`config.mk`:
```
export PLATFORM = sky130hd
export DESIGN_NAME = pwm_multi
export DESIGN_NICKNAME = d
export VERILOG_FILES = /design/src/rtl/pwm_multi.sv
export SDC_FILE = /design/constraint.sdc
export NUM_CORES = 1
export LEC_CHECK = 0
export ABC_CLOCK_PERIOD_IN_PS = 5500
export BUFFER_PORTS_ARGS = -buffer_cell sky130_fd_sc_hd__buf_2
export CAP_MARGIN = 20
export CORE_MARGIN = 3
export CORE_UTILIZATION = 40
export CTS_CLUSTER_SIZE = 24
export DETAILED_ROUTE_END_ITERATION = 8
export GPL_TIMING_DRIVEN = 0
export PLACE_DENSITY = 0.65
export SETUP_SLACK_MARGIN = 0.2
export SLEW_MARGIN = 20
export SYNTH_ARGS = -nofsm -noshare
export SYNTH_HDL_FRONTEND = slang
export SYNTH_SLANG_ARGS = --single-unit
```
`constraint.sdc`:
```
create_clock -name clk -period 5.5 [get_ports clk]
set_clock_uncertainty 0.15 [all_clocks]
set_input_delay 1.65 -clock clk [delete_from_list [all_inputs] [get_ports clk]]
set_output_delay 1.65 -clock clk [all_outputs]
set_load 0.01 [all_outputs]
```
`src/rtl/pwm_multi.sv`:
```
// pwm_multi: multi-channel PWM with shared prescaled period counter, double-buffered duties
// and a communication watchdog that forces all outputs off when duty writes stop.
module pwm_multi #(
  parameter int NUM_CH       = 4,
  parameter int CNT_W        = 7,
  parameter int PRESCALE_W   = 8,
  parameter int WDOG_PERIODS = 16,
  localparam int CH_W        = (NUM_CH > 1) ? $clog2(NUM_CH) : 1,
  localparam int WD_W        = $clog2(WDOG_PERIODS + 1)
) (
  input  logic                  clk,
  input  logic                  reset,
  input  logic                  enable,
  input  logic [PRESCALE_W-1:0] prescale,
  input  logic                  wr_valid,
  input  logic [CH_W-1:0]       wr_ch,
  input  logic [CNT_W-1:0]      wr_duty,
  output logic [NUM_CH-1:0]     pwm_out,
  output logic                  period_start,
  output logic                  failsafe
);
  logic [PRESCALE_W-1:0] ps_q, ps_d, ps_act_q, ps_act_d;
  logic [CNT_W-1:0]      cnt_q, cnt_d;
  logic [CNT_W-1:0]      pending_q [NUM_CH];
  logic [CNT_W-1:0]      pending_d [NUM_CH];
  logic [CNT_W-1:0]      active_q [NUM_CH];
  logic [CNT_W-1:0]      active_d [NUM_CH];
  logic [WD_W-1:0]       wd_q, wd_d;
  logic [NUM_CH-1:0]     pwm_q, pwm_d;
  logic                  start_q, start_d, failsafe_q, failsafe_d, en_q, en_d;
  logic                  tick, bnd, wr_hit, expire;
  // The output is computed from next-state cnt/active so that period_start and the
  // first pwm_out cycle of the new period line up.
  always_comb begin
    tick       = enable && (ps_q == ps_act_q);
    bnd        = enable && (!en_q || (tick && (&cnt_q)));
    wr_hit     = wr_valid && (32'(wr_ch) < NUM_CH);
    expire     = bnd && !wr_hit && (wd_q == WD_W'(WDOG_PERIODS - 1));
    ps_d       = (!enable || bnd || tick) ? '0 : ps_q + 1'b1;
    cnt_d      = (!enable || bnd) ? '0 : cnt_q + CNT_W'(tick);
    ps_act_d   = bnd ? prescale : ps_act_q;
    wd_d       = wr_hit ? '0 : (bnd && wd_q != WD_W'(WDOG_PERIODS)) ? wd_q + 1'b1 : wd_q;
    failsafe_d = wr_hit ? 1'b0 : (failsafe_q || expire);
    start_d    = bnd;
    en_d       = enable;
    for (int c = 0; c < NUM_CH; c++) begin
      pending_d[c] = (wr_hit && wr_ch == CH_W'(c)) ? wr_duty : expire ? '0 : pending_q[c];
      active_d[c]  = !bnd ? active_q[c] : (wr_hit && wr_ch == CH_W'(c)) ? wr_duty : pending_q[c];
      pwm_d[c]     = enable && !failsafe_q && (cnt_d < active_d[c]);
    end
  end
  always_ff @(posedge clk) begin
    if (reset) begin
      ps_q       <= '0;
      ps_act_q   <= '0;
      cnt_q      <= '0;
      pending_q  <= '{default: '0};
      active_q   <= '{default: '0};
      wd_q       <= '0;
      pwm_q      <= '0;
      start_q    <= 1'b0;
      failsafe_q <= 1'b0;
      en_q       <= 1'b0;
    end else begin
      ps_q       <= ps_d;
      ps_act_q   <= ps_act_d;
      cnt_q      <= cnt_d;
      pending_q  <= pending_d;
      active_q   <= active_d;
      wd_q       <= wd_d;
      pwm_q      <= pwm_d;
      start_q    <= start_d;
      failsafe_q <= failsafe_d;
      en_q       <= en_d;
    end
  end
  assign pwm_out      = pwm_q;
  assign period_start = start_q;
  assign failsafe     = failsafe_q;
endmodule

```
# After elaboration in Yosys (flattened, before gate mapping)
# Cells that the tools add are included.
# word_totals
ff_bits	91
wordCells	74
# op_classes
muxes	14
eq_ne	6
add_sub_neg	3
magnitude_cmp	4
n_reduce_logical	31
# op_table
operator	count
7-bit 2-to-1 mux	14
7-bit < comparator	4
1-bit logical AND	15
8-bit by 1-bit adder with 8-bit output (second input constant)	1
8-bit == test	1
2-bit nonzero test	4
7-bit by 1-bit adder with 7-bit output	1
7-bit AND reduction	1
5-bit by 1-bit adder with 5-bit output (second input constant)	1
5-bit by 4-bit == test with 1-bit output (second input constant)	1
5-bit inequality test (second input constant)	1
2-bit == test (second input constant)	2
1-bit zero test	4
1-bit logical OR	4
2-bit OR reduction	2
2-bit by 1-bit == test with 1-bit output (second input constant)	1
2-bit zero test	1

# Logic depth before layout (Yosys ltp)
# depth
ltp_word	9
ltp_mapped	14
mapped_depth_nobuf	14

# Least setup slack after synthesis
# No wires, ideal clock.
# synth_path
kind	input -> register
start	input enable
end	register pwm_q[3] (netlist: pwm_out[3])
t_arrival_ns	4.238
stages	13
setup_slack_ns	1.033
cell_sequence	and4_1 > and3_1 > ha_1 > ha_1 > nand2_1 > xor2_1 > nor2_1 > ha_1 > a21o_1 > a21o_1 > a2111oi_0 > o21ai_0 > o211ai_1
# synth_between
elab_chain_cells	8
word_cells_on_any_way	12
# synth_lines
item	line_no	rtl
start, declared	13	input logic enable,
parallel branches: the longest is 5 deep, another holds 7-bit by 1-bit adder with 7-bit output	-	
7-bit 2-to-1 mux (*)	40	cnt_d = (!enable || bnd) ? '0 : cnt_q + CNT_W'(tick);
via cnt_d[4]	23	logic [CNT_W-1:0] cnt_q, cnt_d;
7-bit < comparator (*)	49	pwm_d[c] = enable && !failsafe_q && (cnt_d < active_d[c]);
1-bit logical AND (*)	49	
end signal, assigned	71	pwm_q <= pwm_d;
end, declared	29	logic [NUM_CH-1:0] pwm_q, pwm_d;
# Mark *: on every way through the listed nets, which the timed path passes.
# A chain may end at the register's enable or synchronous reset.

# Worst setup path after layout
# layout_path
start	input enable
end	register pwm_q[3] (netlist: pwm_out[3])
# layout_between
elab_chain_cells	8
word_cells_on_any_way	12
# layout_lines
item	line_no
parallel branches: the longest is 7 deep, another holds 7-bit by 1-bit adder with 7-bit output	-
1-bit logical AND (*)	49
# Mark *: on every way between the ends.

==> impl_metrics.toml <==
[place]
gp_congestion = 0.815
portBuffers = 24
place_hpwl_mm = 8.35

[synth]
synth_seq_cells = 91
synthFlopType = "dfxtp_1"
syn-num-nets = 570
ys_types = 45
synth-seq-area-share = 0.395
synth-warning-count = 0
syn_area_um2 = 4610
synthCells = 519
ys_async_sr_fraction = 0
synth_edf_count = 0
syn_avg_cell_area_um2 = 8.89

[grt]
grt_pass1_vias = 3701
grt_first_pass_wirelength_mm = 18.1
grt_max_degree = 16
grt.total_usage = 0.177
grt_overflow = 0
grt_antenna_before_repair = 0

[clocking]
cts_made_buffers = 9
path_clk_slew_ns = 0.07
cts_tree = "built"
cts_hold_buf = 0
cts_buffer_depth = 2
cts.sinks = 91
insertion_delay_ns = 0.34
cts_resized = 0
htreeDepth = 3
cts_setup_buffers = 0
cts-root-buf = "clkbuf_16"

[final_layout]
finalNetCount = 605
diodes = 0
final_cell_mix = "91 x dfxtp_1, 53 x nor3_1, 30 x ha_1, 29 x nor2_1, 29 x buf_2"
fillerInstances = 1077
area_growth_pct = 12.7
final_common_cell = "dfxtp_1"
layout-drive-gt1-share = 0.165

[worst_setup_path]
crit_fanout = 10
start_kind = "primary input"
end_kind = "register"
rrSetupSlack_ns = 1.55
ff2ff_path_depth = 14
worstPathArrival_ns = 5.05
regToRegEndpoint = "pwm_out[3]"
reg2reg_from = "ps_q[3]"
critPathRequiredTime_ns = 5.61
critPathKind = "in -> reg"

[detailed_routing]
ant_nets = 0
wl_per_cell_um = 15.8
vias = 3837
routed_wl_mm = 11.1
drtIter0Drc = 299
viasPerCell = 5.49
drt-pass1-iter-count = 4
drc = 0

[sta]
fin_crit_sh = 0.898
fmax_ghz = 0.203
finalCriticalPeriod_ns = 4.94
setup_violations = 0
slew_viol_final = 0
grt_setup_unrepaired = "no"
worstMarginPinSlew_ns = 0.771
slew_headroom = 0.473
finalSetupTns_ns = 0
holdWs_ns = 0.322
hold_viol_final = 0

[hold_path]
min_from = "active_q[0]"
min_to = "active_q[0]"
hold_class = "reg -> reg"
min_path_cells = 2

[pwr]
switching_share = 0.257
power.leakage_nw = 2.12
p_total_mw = 1.47
powerDensity_nw_per_um2 = 282
p_int_mw = 1.09
power_switching_uw = 376
share_seq_of_total_power = 0.475
p_clk_frac = 0.408
share_comb_of_total_power = 0.117
vdd_drop_max_v = 0.000230

[die]
dieWidth_um = 113
ios = 27
start_util = 0.417
die_h_um = 113
num_rows = 38
die_area_um2 = 12900
fp.coreArea_um2 = 11100

[status]
run_status = "complete, no violations"

[run]
cap_violations = 0
[power by group through the flow]
stage | Clock (mW) | Combinational, mW | Sequential [mW]
final | 0.598 | 0.172 | 0.696
after floorplan | 0 | 0.122 | 0.710
after CTS | 0.606 | 0.173 | 0.696
after detailed placement | 0 | 0.171 | 0.711
after global placement | 0 | 0.167 | 0.710
after global routing | 0.630 | 0.194 | 0.699
[critical path, stage by stage]
cell and delay, ns:
buf_2 0.17, nor2b_1 0.22, clkbuf_1 0.42, clkbuf_1 0.42, nor3_1 0.12, or2_2 0.32, ha_1 0.31, a21o_1 0.16
a21o_1 0.17, a2111oi_0 0.70, o21ai_0 0.21, o211ai_1 0.16
[metal layers]
metal / track usage / routed length [um] / vias to the layer above
met4: 0.0505 / 194 / 0
li1: - / - / 1935
met5: 0 / 0 / -
met1: 0.230 / 4870 / 1806
met2: 0.300 / 5410 / 80
met3: 0.0329 / 585 / 16
[per-stage QoR]
stage,setup WS [ns],cells,utilization,cell area (um2)
after floorplan,1.03,519,-,4610
after global placement,0.314,683,0.443,4910
after detailed placement,0.273,683,0.443,4910
after CTS,0.599,699,0.469,5200
after global routing,0.267,699,0.469,5200
final,0.562,699,0.469,5200
[cell families (layout without fill, tap and decap cells)]
| family | after synthesis | count (layout) | share of synthesized area |
|---|---|---|---|
| adders and majority gates | 30 | 30 | 0.0813 |
| DFF | 91 | 91 | 0.395 |
| muxes | 31 | 31 | 0.0743 |
| AOI/OAI and AO/OA | 109 | 109 | 0.150 |
| buffers and inverters | 52 | 92 | 0.0477 |
| and+or+nand+nor | 187 | 187 | 0.216 |
| xor gates and xnor gates | 19 | 19 | 0.0361 |
[layout make-up]
cell class	count	area, um2	share of cell area
tap	140	175	0.0337
clock buffer	11	253	0.0486
buffer	29	134	0.0258
multi-input combinational	376	2570	0.495
timing repair buffer	24	120	0.0231
inverter	23	86.3	0.0166
sequential	91	1820	0.350
clock inverter	5	36.3	0.00698
[Yosys cell counts (all sizes together), types with 2 or more instances]
cell type	count	area, um2
o21ai	30	150
xor2	13	114
a31oi	3	18.8
nand2	26	97.6
and3	4	25.0
nor2	29	109
nor2b	2	12.5
a21oi	28	140
mux2i	5	50.1
nand3	27	135
buf	9	58.8
and4	4	35.0
dfxtp	91	1820
o32ai	2	17.5
o211ai	2	15.0
nor3	54	275
xnor2	6	52.6
a21o	22	165
ha	30	375
inv	23	86.3
nor3b	2	20.0
or2	13	81.3
nor4b	2	17.5
mux2	26	293
a211oi	16	133
nand4	3	33.8
clkbuf	20	75.1
nand3b	17	128
[sequential cells by signal, indices dropped and copies added, names as in the netlist]
register / cells
en_q: 1
failsafe: 1
ps_act_q: 8
pending_q: 28
cnt_q: 7
pwm_out: 4
period_start: 1
wd_q: 5
ps_q: 8
active_q: 28
[how the worst max path moves through the flow]
stage	from	depth (start not counted)	slack, ns	to
floorplan	enable	13	1.03	pwm_out[3]
global placement	enable	12	0.31	pwm_out[3]
detailed placement	enable	12	0.27	pwm_out[3]
CTS	enable	12	0.60	pwm_out[3]
global route	enable	14	0.27	pwm_out[3]
finish	enable	12	0.56	pwm_out[3]
Note: power is estimated with default switching activity, not from simulation.
